--- config.mk ---
export PLATFORM = sky130hd
export DESIGN_NAME = lampfpu_round_pack
export DESIGN_NICKNAME = d
export VERILOG_FILES = /design/src/rtl/lampfpu_round_pack.sv
export SDC_FILE = /design/constraint.sdc
export NUM_CORES = 1
export LEC_CHECK = 0
export BUFFER_PORTS_ARGS = -buffer_cell sky130_fd_sc_hd__buf_2
export CORE_MARGIN = 2
export CORE_UTILIZATION = 55
export DETAILED_ROUTE_END_ITERATION = 8
export MAX_ROUTING_LAYER = met4
export PLACE_DENSITY = 0.9
export SYNTH_ARGS = -nofsm -noshare
export SYNTH_HDL_FRONTEND = slang
export SYNTH_SLANG_ARGS = --single-unit
--- constraint.sdc ---
create_clock -name clk -period 3.4 [get_ports clk]
set_clock_uncertainty 0.05 [all_clocks]
set_input_delay 0.34 -clock clk [delete_from_list [all_inputs] [get_ports clk]]
set_output_delay 0.34 -clock clk [all_outputs]
set_load 0.01 [all_outputs]
--- src/rtl/lampfpu_round_pack.sv ---
// bf16 round-and-pack back end: 2-stage pipeline that rounds the post-normalised add/sub result,
// packs {s, e, frac} and keeps sticky {OF, UF, NX}. Define LAMP_FPU_ROUND_MODES_EN for RTZ/RDN/RUP.
module lampfpu_round_pack #(
  parameter int E_DW = 8,
  parameter int F_DW = 7
) (
  input  logic                 clk,
  input  logic                 rst,
  input  logic                 valid_i,
  output logic                 ready_o,
  input  logic                 s_res_i,
  input  logic [E_DW-1:0]      e_res_i,
  input  logic [F_DW+4:0]      f_res_i,
  input  logic                 isToRound_i,
  input  logic                 isOverflow_i,
  input  logic                 isUnderflow_i,
`ifdef LAMP_FPU_ROUND_MODES_EN
  input  logic [1:0]           rnd_mode_i,
`endif
  output logic                 valid_o,
  input  logic                 ready_i,
  output logic [E_DW+F_DW:0]   result_o,
  output logic [2:0]           flags_o,
  input  logic                 clear_flags_i
);

  localparam logic [E_DW:0] E_MAX = {1'b0, {E_DW{1'b1}}};
  localparam logic [E_DW:0] E_ONE = {{E_DW{1'b0}}, 1'b1};

  // Handshake: a beat moves on valid & ready. The whole pipe advances only when the output
  // register is empty or being drained (en), so ready_o is en and output data holds while stalled.
  logic en;
  logic xfer;
  assign en      = ~valid_o | ready_i;
  assign ready_o = en;
  assign xfer    = valid_o & ready_i;

  // Stage 1 decode
  logic lsb, g, r, st;
  logic inexact_d, rnd_up_d;
  assign lsb       = f_res_i[3];
  assign g         = f_res_i[2];
  assign r         = f_res_i[1];
  assign st        = f_res_i[0];
  assign inexact_d = isToRound_i & (g | r | st);

`ifdef LAMP_FPU_ROUND_MODES_EN
  always_comb begin
    rnd_up_d = 1'b0;
    case (rnd_mode_i)
      2'b00:   rnd_up_d = isToRound_i & g & (r | st | lsb);
      2'b01:   rnd_up_d = 1'b0;
      2'b10:   rnd_up_d = s_res_i & inexact_d;
      default: rnd_up_d = ~s_res_i & inexact_d;
    endcase
  end
`else
  assign rnd_up_d = isToRound_i & g & (r | st | lsb);
`endif

  logic              v1, s1, rnd_up1, inexact1, to_round1, ovf1, unf1;
  logic [E_DW-1:0]   e1;
  logic [F_DW+1:0]   m1;
`ifdef LAMP_FPU_ROUND_MODES_EN
  logic [1:0]        mode1;
`endif

  always_ff @(posedge clk or posedge rst) begin
    if (rst) begin
      v1        <= 1'b0;
      s1        <= 1'b0;
      e1        <= '0;
      m1        <= '0;
      rnd_up1   <= 1'b0;
      inexact1  <= 1'b0;
      to_round1 <= 1'b0;
      ovf1      <= 1'b0;
      unf1      <= 1'b0;
`ifdef LAMP_FPU_ROUND_MODES_EN
      mode1     <= 2'b00;
`endif
    end else if (en) begin
      v1        <= valid_i;
      s1        <= s_res_i;
      e1        <= e_res_i;
      m1        <= f_res_i[F_DW+4:3];
      rnd_up1   <= rnd_up_d;
      inexact1  <= inexact_d;
      to_round1 <= isToRound_i;
      ovf1      <= isOverflow_i;
      unf1      <= isUnderflow_i;
`ifdef LAMP_FPU_ROUND_MODES_EN
      mode1     <= rnd_mode_i;
`endif
    end
  end

  // Stage 2: increment, carry-out / denormal promotion, overflow and packing
  logic [F_DW+1:0]    mant;
  logic [E_DW:0]      e_sum;
  logic [F_DW-1:0]    frac_rnd;
  logic               of_d, uf_d, sat;
  logic [E_DW+F_DW:0] res_d;
  logic [2:0]         res_flags_d;

`ifdef LAMP_FPU_ROUND_MODES_EN
  assign sat = (mode1 == 2'b01) | ((mode1 == 2'b10) & ~s1) | ((mode1 == 2'b11) & s1);
`else
  assign sat = 1'b0;
`endif

  always_comb begin
    mant        = m1 + {{(F_DW+1){1'b0}}, rnd_up1};
    e_sum       = {1'b0, e1};
    frac_rnd    = mant[F_DW-1:0];
    if (mant[F_DW+1]) begin
      e_sum    = {1'b0, e1} + E_ONE;
      frac_rnd = '0;
    end else if ((e1 == '0) && mant[F_DW]) begin
      e_sum    = E_ONE;
    end
    of_d        = to_round1 & (ovf1 | (e_sum >= E_MAX));
    uf_d        = unf1 | ((e_sum == '0) & inexact1 & (|m1[F_DW-1:0]));
    res_d       = {s1, e1, m1[F_DW-1:0]};
    res_flags_d = 3'b000;
    if (to_round1) begin
      if (of_d) begin
        if (sat) res_d = {s1, {(E_DW-1){1'b1}}, 1'b0, {F_DW{1'b1}}};
        else     res_d = {s1, {E_DW{1'b1}}, {F_DW{1'b0}}};
        res_flags_d = {1'b1, unf1, 1'b1};
      end else begin
        res_d       = {s1, e_sum[E_DW-1:0], frac_rnd};
        res_flags_d = {1'b0, uf_d, inexact1};
      end
    end
  end

  logic [2:0] res_flags;

  always_ff @(posedge clk or posedge rst) begin
    if (rst) begin
      valid_o   <= 1'b0;
      result_o  <= '0;
      res_flags <= 3'b000;
    end else if (en) begin
      valid_o   <= v1;
      result_o  <= res_d;
      res_flags <= res_flags_d;
    end
  end

  // A clear coinciding with a transfer keeps only that transfer's flags
  always_ff @(posedge clk or posedge rst) begin
    if (rst) begin
      flags_o <= 3'b000;
    end else if (clear_flags_i) begin
      flags_o <= xfer ? res_flags : 3'b000;
    end else if (xfer) begin
      flags_o <= flags_o | res_flags;
    end
  end

endmodule
Word-level counts from Yosys, hierarchy flattened
Index checks and enable logic that the tools add are counted.
{"block": "word_totals", "register_bits": 47, "input_bits": 29, "out_inout_bits": 21, "word_cells": 47}
{"block": "op_classes", "n_addsub": 2, "magnitude_cmp": 1, "mux": 10, "n_bitwise": 16, "reduce_logical": 5}
{"cell": "$mux W15", "n": 2}
{"cell": "$mux W3", "n": 5}
{"cell": "$add A8 B1 Y9 const B", "n": 1}
{"cell": "$add A9 B1 Y9", "n": 1}
{"cell": "$ge A9 B8 Y1 const B", "n": 1}
{"cell": "$logic_not A9 Y1", "n": 1}
{"cell": "$mux W9", "n": 1}
{"cell": "$logic_not A8 Y1", "n": 1}
{"cell": "$mux W8", "n": 1}
{"cell": "$and A1 B1 Y1", "n": 7}
{"cell": "$mux W7", "n": 1}
{"cell": "$or A1 B1 Y1", "n": 7}
{"cell": "$reduce_or A7 Y1", "n": 1}
{"cell": "$or A3 B3 Y3", "n": 1}
{"cell": "$reduce_bool A2 Y1", "n": 1}
{"cell": "$logic_and A1 B1 Y1", "n": 1}
{"cell": "$not A1 Y1", "n": 1}

Longest topological paths before layout
Gate-level depths: netlist of the first run.
{"block": "logic_depth", "depth_word": 10, "ltp_mapped": 9, "ltp_nobuf": 8}

Worst setup path before layout of the first run
Ideal clock, no wire load.
{"block": "synth_path", "path_kind": "register to register", "from": "register m1[0]", "to": "register result_o[2]", "setup_ns": 0.133, "t_arrival_ns": 2.246, "required_ns": 3.217, "setup_slack_ns": 0.971, "path_stages_with_launch": 9, "path_buffers": 0, "synth_period_minus_slack_ns": 2.429, "path_cell_list": "dfrtp_1 ha_1 ha_1 nor2b_1 nand4_4 a2111oi_4 xnor2_2 o41ai_4 a21oi_1"}
{"block": "synth_via", "elab_chain_cells": 9, "word_cells_on_any_way": 10, "classes_between": "1 x add/sub; 1 x order compare; 5 x mux; 2 x bitwise; 1 x reduce/logical"}
{"element": "start, declared", "line_no": "63", "source": "logic [F_DW+1:0] m1;"}
{"element": "start signal, assigned", "line_no": "86", "source": "m1 <= f_res_i[F_DW+4:3];"}
{"element": "$add A9 B1 Y9 *", "line_no": "113", "source": "mant = m1 + {{(F_DW+1){1'b0}}, rnd_up1};"}
{"element": "$logic_and A1 B1 Y1", "line_no": "119", "source": "end else if ((e1 == '0) && mant[F_DW]) begin"}
{"element": "$mux W8", "line_no": "119"}
{"element": "$mux W9", "line_no": "116", "source": "if (mant[F_DW+1]) begin"}
{"element": "$ge A9 B8 Y1", "line_no": "122", "source": "of_d = to_round1 & (ovf1 | (e_sum >= E_MAX));"}
{"element": "$or A1 B1 Y1", "line_no": "122"}
{"element": "$and A1 B1 Y1", "line_no": "122"}
{"element": "$mux W15 *", "line_no": "127", "source": "if (of_d) begin"}
{"element": "$mux W15 *", "line_no": "126", "source": "if (to_round1) begin"}
{"element": "end signal, assigned", "line_no": "147", "source": "result_o <= res_d;"}
{"element": "end, declared", "line_no": "22", "source": "output logic [E_DW+F_DW:0] result_o,"}
Mark *: on every way between the ends. The rest lies on a longest branch, timed or not.
A chain may end at the register's enable or synchronous reset.

Final worst setup path of the first run
{"block": "layout_path", "from": "register m1[0]", "to": "register result_o[5]"}
Same word-level chain as after synthesis.

==> results of run 1 <==
worst max-delay path, stage by stage (launching register included):
cell and delay [ns]:
dfrtp_1 0.39, ha_1 0.24, ha_1 0.25, nor2b_1 0.26
nand4_4 0.21, a2111oi_4 0.44, xnor2_2 0.18, o41ai_4 0.45
a21oi_1 0.13
metrics by stage:
| stage | setup slack [ns] | hold slack [ns] | total power [W] |
|---|---|---|---|
| floorplan | 0.971 | 0.380 | 0.00103 |
| global placement | 0.833 | 0.397 | 0.00116 |
| detailed placement | 0.719 | 0.402 | 0.00117 |
| CTS | 0.687 | 0.174 | 0.00154 |
| global route | 0.483 | 0.181 | 0.00162 |
| finish | 0.686 | 0.181 | 0.00152 |
cell families (layout without fill, tap and decap cells):
group,Yosys count,count (layout),synth area share (%)
AOI/OAI and AO/OA,68,68,18.6
and+or+nand+nor,151,151,27.6
muxes,2,2,0.795
adders and majority gates,4,4,1.87
DFF,47,47,44.0
buffers and inverters,27,68,3.88
xor gates and xnor gates,9,9,3.23
layout make-up:
type	instances	area share [%]
repair buffers	51	8.56
flip-flops and latches	47	38.7
inverters	9	1.11
clock buffers	8	3.29
well taps	54	2.22
multi-input cells	234	46.1
per-layer routing:
metal,up-vias,share of wire (%)
met4,0,1.5
met2,98,47
li1,1151,-
met3,9,6.9
met5,-,0
met1,1053,45
Yosys cell counts, drive strengths merged (2+ instances only):
cell	n
dfrtp	47
inv	9
and3	2
xor2	6
o21ai	25
a21boi	4
o2bb2ai	2
a21oi	16
clkbuf	11
or3	4
nand2	84
nand4	9
a21o	2
nand2b	3
ha	4
nor4	4
buf	7
nand3	10
nor3	5
nor2b	4
a2111oi	4
nor2	12
nor3b	4
o311ai	2
and2	3
xnor2	3
power breakdown:
| group | switching, W | total, W | internal [W] |
|---|---|---|---|
| combinational | 0.000235 | 0.000401 | 0.000166 |
| sequential | 0.000113 | 0.000764 | 0.000651 |
| clock | 0.000173 | 0.000358 | 0.000185 |
worst min path at each step:
stage / cells after the start / endpoint / slack [ns] / startpoint
2_1_floorplan: 2 / v1 / 0.38 / v1
3_3_place_gp: 2 / v1 / 0.40 / v1
3_5_place_dp: 2 / v1 / 0.40 / v1
4_1_cts: 3 / m1[5] / 0.17 / f_res_i[8]
5_1_grt: 3 / m1[4] / 0.18 / f_res_i[7]
6_report: 3 / m1[5] / 0.18 / f_res_i[8]
flip-flops by register name, indices dropped and copies added, names as in the netlist:
name       flops
result_o      16
m1             9
e1             8
flags_o        3
res_flags      3
inexact1       1
ovf1           1
rnd_up1        1
s1             1
to_round1      1
unf1           1
v1             1
valid_o        1
==> metrics.yaml, run 1 <==
status: "complete, no violations"
synth_area_per_cell_sq_um: 8.69
io_buffer_count: 49
clk_latency_ns: 0.30
synth-edff-count: 0
final.min_clock_period_ns: 2.71
final_cell_mix: "nand2_1, buf_2, dfrtp_1, o21ai_0, a21oi_1"
ant_nets: 0
overflow: 0
drt_iter0_markers: 167
synth_top_cell_by_area: "dfrtp_1"
reg2reg_setup_slack_ns: 0.69
antenna_cells: 0
track_usage_pct: 24.9
synth.distinct_cells: 56
slew_headroom_pct: 37.1
synthArstFlopShare_pct: 100
htree_levels: 2
p_leak_nw: 1.42
wl_per_cell_um: 15.1
p_per_area_mw_per_mm2: 501
power.ir.vdd_worst_mv: 0.276
maxCapViolCount: 0
post-place-cells: 395
post-route-util_pct: 64.8
synthFlopType: "dfrtp_1"
endpoint: "result_o[5]"
hold_buffers: 0
dr.pass1.iters: 4
synth_area_sq_mm: 0.00268
drive_gt1_share_pct: 21.2
io_pins: 50
start_util_pct: 57.0
hold_class: "input pin to flip-flop"
rsz0062_at_grt: "false"
dieWidth_um: 73.7
dieHeight_um: 73.7
area_growth_pct: 13.7
cts_buffer_depth: 2
finalNetCount: 381
final_hold_viol_count: 0
busiest_layer: "met2"
grt_use_met2_pct: 37.2
cts_root_buffer: "clkbuf_8"
final.setup.tns_ns: 0
path_max_fanout: 9
synth_nets: 341
slew_viol_final: 0
seq_area_frac_synth_pct: 44.0
numCtsBuffers: 5
startpoint_type: "flip-flop"
multi_input_area_sq_mm: 0.00140
yosysWarnings: 0
gp_congestion: 0.948
rows: 25
reg2reg_from: "m1[0]"
r2r_end: "result_o[5]"
die_area_sq_mm: 0.00544
syn_inst: 308
drt-vias-per-instance: 5.73
fillers: 426
post_cts_resized: 0
path_clk_slew_ns: 0.08
grt_start_max_net_pins: 55
worst_pin_slew_ns: 0.943
post_cts_buffers: 0
critical_path_class: "flip-flop to flip-flop"
dp_hpwl_um: 4350
crit_start: "m1[0]"
fin_cells: 403
cp.arrival_ns: 2.84
core-area_sq_mm: 0.00469
postPlaceCellArea_sq_mm: 0.00294
layout_commonest_cell: "nand2_1"
critPathRequiredTime_ns: 3.52
vias: 2311
antenna_found_initial: 0
finalCritPeriodShare_pct: 79.8
grtUsageMet3_pct: 5.49
wirelength_um: 6080
grt_util_met1_pct: 33.1
end_kind: "flip-flop"
cts.sinks: 47
rr_worst_depth: 8
grt_pass1_wl_um: 10000
ys_ff_latch: 47
drc: 0
netlist.area_leader.share_pct: 44.0
grt_pass1_vias: 2144
ys_top_cells_by_area: "dfrtp_1, nand2_1, o21ai_0, a21oi_1, a2111oi_4"
stdcell_area_sq_mm: 0.00304
seqCellArea_sq_mm: 0.00118
setup_viol: 0
fmax_ghz: 0.368
cts_tree: "done"
(Power assumes the default switching activity.)
==> run 2: changes to the inputs <==
==> constraint.sdc (replaced) <==
create_clock -name clk -period 2.68 [get_ports clk]
set_clock_uncertainty 0.05 [all_clocks]
set_input_delay 0.268 -clock clk [delete_from_list [all_inputs] [get_ports clk]]
set_output_delay 0.268 -clock clk [all_outputs]
set_load 0.01 [all_outputs]
==> metrics.yaml, run 2 (synthesis results as in run 1) <==
ant_nets: 0
critPathRequiredTime_ns: 2.81
cts_root_buffer: "clkbuf_8"
dr.pass1.iters: 4
rows: 25
dp_hpwl_um: 4510
cts_buffer_depth: 2
top_regs: "result_o x16, m1 x9, e1 x8"
crit_family: "compound AO/OA/AOI/OAI gates"
final_hold_viol_count: 0
finalNetCount: 388
antenna_found_initial: 0
maxCapViolCount: 0
path_buf_inv: 0
antenna_cells: 0
fmax_ghz: 0.377
setup_viol: 0
die_area_sq_mm: 0.00544
largest_reg_flops: 16
stdcell_area_sq_mm: 0.00313
grt_start_max_net_pins: 55
layout_commonest_cell: "nand2_1"
start_util_pct: 57.0
multi_input_area_sq_mm: 0.00143
cts.sinks: 47
power.ir.vdd_worst_mv: 0.337
grt_pass1_vias: 2322
status: "complete, no violations"
dieHeight_um: 73.7
hold_class: "input pin to flip-flop"
drt-vias-per-instance: 5.87
numCtsBuffers: 5
path_clk_slew_ns: 0.09
cts_tree: "done"
core-area_sq_mm: 0.00469
top_register: "result_o"
vias: 2407
seqCellArea_sq_mm: 0.00118
drc: 0
startpoint_type: "flip-flop"
postPlaceCellArea_sq_mm: 0.00297
io_pins: 50
wl_per_cell_um: 15.7
p_per_area_mw_per_mm2: 653
slew_viol_final: 0
gp_congestion: 0.999
drive_gt1_share_pct: 24.4
cp.arrival_ns: 2.78
drt_iter0_markers: 217
worst_pin_slew_ns: 0.953
finalCritPeriodShare_pct: 99.0
area_growth_pct: 17.2
slew_headroom_pct: 36.4
fillers: 387
p_leak_nw: 1.46
final_cell_mix: "nand2_1, buf_2, dfrtp_1, o21ai_0, a21oi_1"
grt_pass1_wl_um: 10900
path_max_fanout: 9
final.min_clock_period_ns: 2.65
hold_buffers: 0
cp_cell_sequence: "ha_2, ha_2, nor2b_2, nand4_4, a2111oi_2, a21oi_1, o41ai_4, a21oi_1"
io_buffer_count: 49
critical_path.max_stage_delay_ns: 0.48
htree_levels: 2
critical_path_class: "flip-flop to flip-flop"
track_usage_pct: 26.6
dieWidth_um: 73.7
post-route-util_pct: 66.8
wirelength_um: 6440
clk_latency_ns: 0.30
end_kind: "flip-flop"
cp_slowest_cell: "o41ai_4"
overflow: 0
## run 2: changes by cell type in the layout (fill, tap and decap cells not counted), moves of 2 or more
cell,before,now
a2111oi_0,2,0
buf_4,2,9
ha_1,4,2
ha_2,0,2
## run 2: per-stage QoR
stage               hold WS (ns)  setup TNS [ns]  std cells  setup slack, ns  total power (W)
detailed placement         0.407        -0.00559        399         -0.00291          0.00150
finish                     0.108               0        410           0.0270          0.00205
global placement           0.397               0        399            0.120          0.00148
CTS                        0.111               0        407           0.0188          0.00204
floorplan                  0.314               0        308            0.251          0.00130
global route               0.114          -0.338        410          -0.0920          0.00218
## run 2: routing by layer
| metal | vias to the layer above | track usage, % | part of all wire [%] |
|---|---|---|---|
| met5 | - | - | 0 |
| met4 | 0 | 9.29 | 1.2 |
| met3 | 7 | 3.84 | 5.2 |
| met2 | 82 | 41.5 | 48 |
| met1 | 1150 | 35.5 | 45 |
| li1 | 1168 | - | - |
## run 2: worst reg2reg max path, cell delays in order, from the launching register on
cell and delay, ns:
dfrtp_1 0.39, ha_2 0.22, ha_2 0.24, nor2b_2 0.22, nand4_4 0.20, a2111oi_2 0.42
a21oi_1 0.17, o41ai_4 0.48, a21oi_1 0.13
## run 2: where the power goes
part / leakage (nW) / total, W / internal, W / switching, W
logic: 0.824 / 0.000537 / 0.000224 / 0.000313
registers: 0.574 / 0.000964 / 0.000826 / 0.000138
clock network: 0.0612 / 0.000545 / 0.000302 / 0.000243
## run 2: path summary, 6_finish.rpt
| path | startpoint | to | slack, ns | cells past startpoint |
|---|---|---|---|---|
| hold / removal | e_res_i[3] | e1[3] | 0.11 | 3 |
| hold reg to reg | result_o[15] | result_o[15] | 0.42 | 2 |
| setup reg to reg | m1[0] | result_o[5] | 0.03 | 8 |
| min in group asynchronous | rst | flags_o[0] | 0.12 | 2 |
| setup / recovery | m1[0] | result_o[5] | 0.03 | 8 |
| max in group asynchronous | rst | e1[4] | 1.85 | 2 |
## run 2: final cells by class
cell class | count | area share, %
well taps | 54 | 2.16
repair buffers | 58 | 9.98
inverters | 9 | 1.08
multi-input cells | 234 | 45.5
clock inverters | 2 | 1.12
clock buffers | 6 | 2.63
flip-flops and latches | 47 | 37.5
## run 2: what timing repair did
action                                  4_1_cts  5_1_grt
endpoints found under the setup margin        2       11
setup buffers                                 0        3
pin swaps                                     1        4
gates resized for setup                       0        9
==> run 3: changes to the inputs <==
--- a/config.mk
+++ b/config.mk
@@ -9,8 +9,9 @@
 export CORE_MARGIN = 2
 export CORE_UTILIZATION = 55
 export DETAILED_ROUTE_END_ITERATION = 8
+export GPL_TIMING_DRIVEN = 1
 export MAX_ROUTING_LAYER = met4
-export PLACE_DENSITY = 0.9
+export PLACE_DENSITY = 0.81
 export SYNTH_ARGS = -nofsm -noshare
 export SYNTH_HDL_FRONTEND = slang
 export SYNTH_SLANG_ARGS = --single-unit
==> metrics.yaml, run 3 (synthesis results as in run 1) <==
ant_nets: 0
final_cell_mix: "nand2_1, buf_2, dfrtp_1, o21ai_0, a21oi_1"
startpoint_type: "flip-flop"
top_register: "result_o"
wirelength_um: 6370
reg2reg_from: "m1[2]"
setup_viol: 0
numCtsBuffers: 5
fillers: 418
fmax_ghz: 0.390
grt_use_met2_pct: 37.9
cts.sinks: 47
top_regs: "result_o x16, m1 x9, e1 x8"
cts_buffer_depth: 2
cp_cell_sequence: "nand4_1, or3_1, a2111oi_4, o32a_2, nor4_4, buf_4, a21o_1"
start_util_pct: 57.0
dieHeight_um: 73.7
maxCapViolCount: 0
slew_viol_final: 0
grt_pass1_wl_um: 10500
drc: 0
wl_per_cell_um: 15.5
path_buf_inv: 1
path_clk_slew_ns: 0.09
critical_path.max_stage_delay_ns: 0.48
status: "complete, no violations"
critical_path_class: "flip-flop to flip-flop"
core-area_sq_mm: 0.00469
grtUsageMet3_pct: 4.25
antenna_found_initial: 0
die_area_sq_mm: 0.00544
crit_family: "compound AO/OA/AOI/OAI gates"
final.setup.tns_ns: 0
drt-vias-per-instance: 5.81
p_leak_nw: 1.45
rows: 25
grt_pass1_vias: 2149
dr.pass1.iters: 5
stdcell_area_sq_mm: 0.00310
vias: 2381
finalCritPeriodShare_pct: 95.6
largest_reg_flops: 16
layout_commonest_cell: "nand2_1"
grt_util_met1_pct: 37.2
cp.arrival_ns: 2.72
final.min_clock_period_ns: 2.56
track_usage_pct: 25.9
final_hold_viol_count: 0
p_per_area_mw_per_mm2: 624
drive_gt1_share_pct: 24.2
slew_headroom_pct: 35.1
gp_congestion: 0.956
busiest_layer: "met2"
p_total_w: 0.00193
cts_root_buffer: "clkbuf_8"
end_kind: "flip-flop"
postPlaceCellArea_sq_mm: 0.00297
finalNetCount: 388
rsz0062_at_grt: "false"
io_pins: 50
drt_iter0_markers: 172
cts_tree: "done"
grt_start_max_net_pins: 55
antenna_cells: 0
hold_class: "input pin to flip-flop"
overflow: 0
hold_start: "valid_i"
io_buffer_count: 49
crit_start: "m1[2]"
area_growth_pct: 16.0
worst_pin_slew_ns: 0.972
critPathRequiredTime_ns: 2.83
htree_levels: 2
dp_hpwl_um: 4520
path_max_fanout: 8
clk_latency_ns: 0.30
hold_buffers: 0
dieWidth_um: 73.7
power.ir.vdd_worst_mv: 0.311
cp_slowest_cell: "dfrtp_1"
[run 3: power breakdown]
| part | switching (W) | leakage (nW) | internal, W |
|---|---|---|---|
| combinational | 0.000306 | 0.836 | 0.000224 |
| clock | 0.000250 | 0.0402 | 0.000182 |
| sequential | 0.000147 | 0.574 | 0.000826 |
| total | 0.000703 | 1.45 | 0.00123 |
[run 3: tightest hold or removal path: cells and delay by family]
kind	cells	cell delay [ns]
simple gates	2	0.09
buf+inv	1	0.08
[run 3: worst paths after layout]
kind                                endpoint  depth (start not counted)  slack, ns
worst max-delay path            res_flags[2]                          7       0.12
worst min-delay path                      v1                          3       0.10
worst max register to register  res_flags[2]                          7       0.12
worst min register to register            s1                          2       0.43
max in group asynchronous                 s1                          2       1.85
min in group asynchronous         flags_o[2]                          2       0.13
[run 3: timing repair]
item                                    4_1_cts  5_1_grt
buffers inserted                              0        2
gates resized for setup                       0        8
endpoints found under the setup margin        0       11
[run 3: metal layers]
layer  wire [um]  vias up
li1            -     1172
met1        3040     1123
met2        2920       76
met3         321       10
met4          89        0
met5           0        -
[run 3: through the flow]
step	setup WS (ns)	std cells	utilization [%]	hold WS, ns
6_report	0.117	410	66.1	0.104
2_1_floorplan	0.251	308	-	0.314
5_1_grt	0.00923	410	66.1	0.101
3_3_place_gp	0.109	399	63.3	0.398
3_5_place_dp	-0.00425	399	63.3	0.404
4_1_cts	0.0108	407	65.2	0.100
[run 3: final cells by class]
class	instances	area (sq um)	share of cell area, %
inverters	9	33.8	1.09
flip-flops and latches	47	1180	37.9
well taps	54	67.6	2.18
clock buffers	5	68.8	2.22
clock inverters	3	20.0	0.645
multi-input cells	235	1430	46.1
repair buffers	57	305	9.84
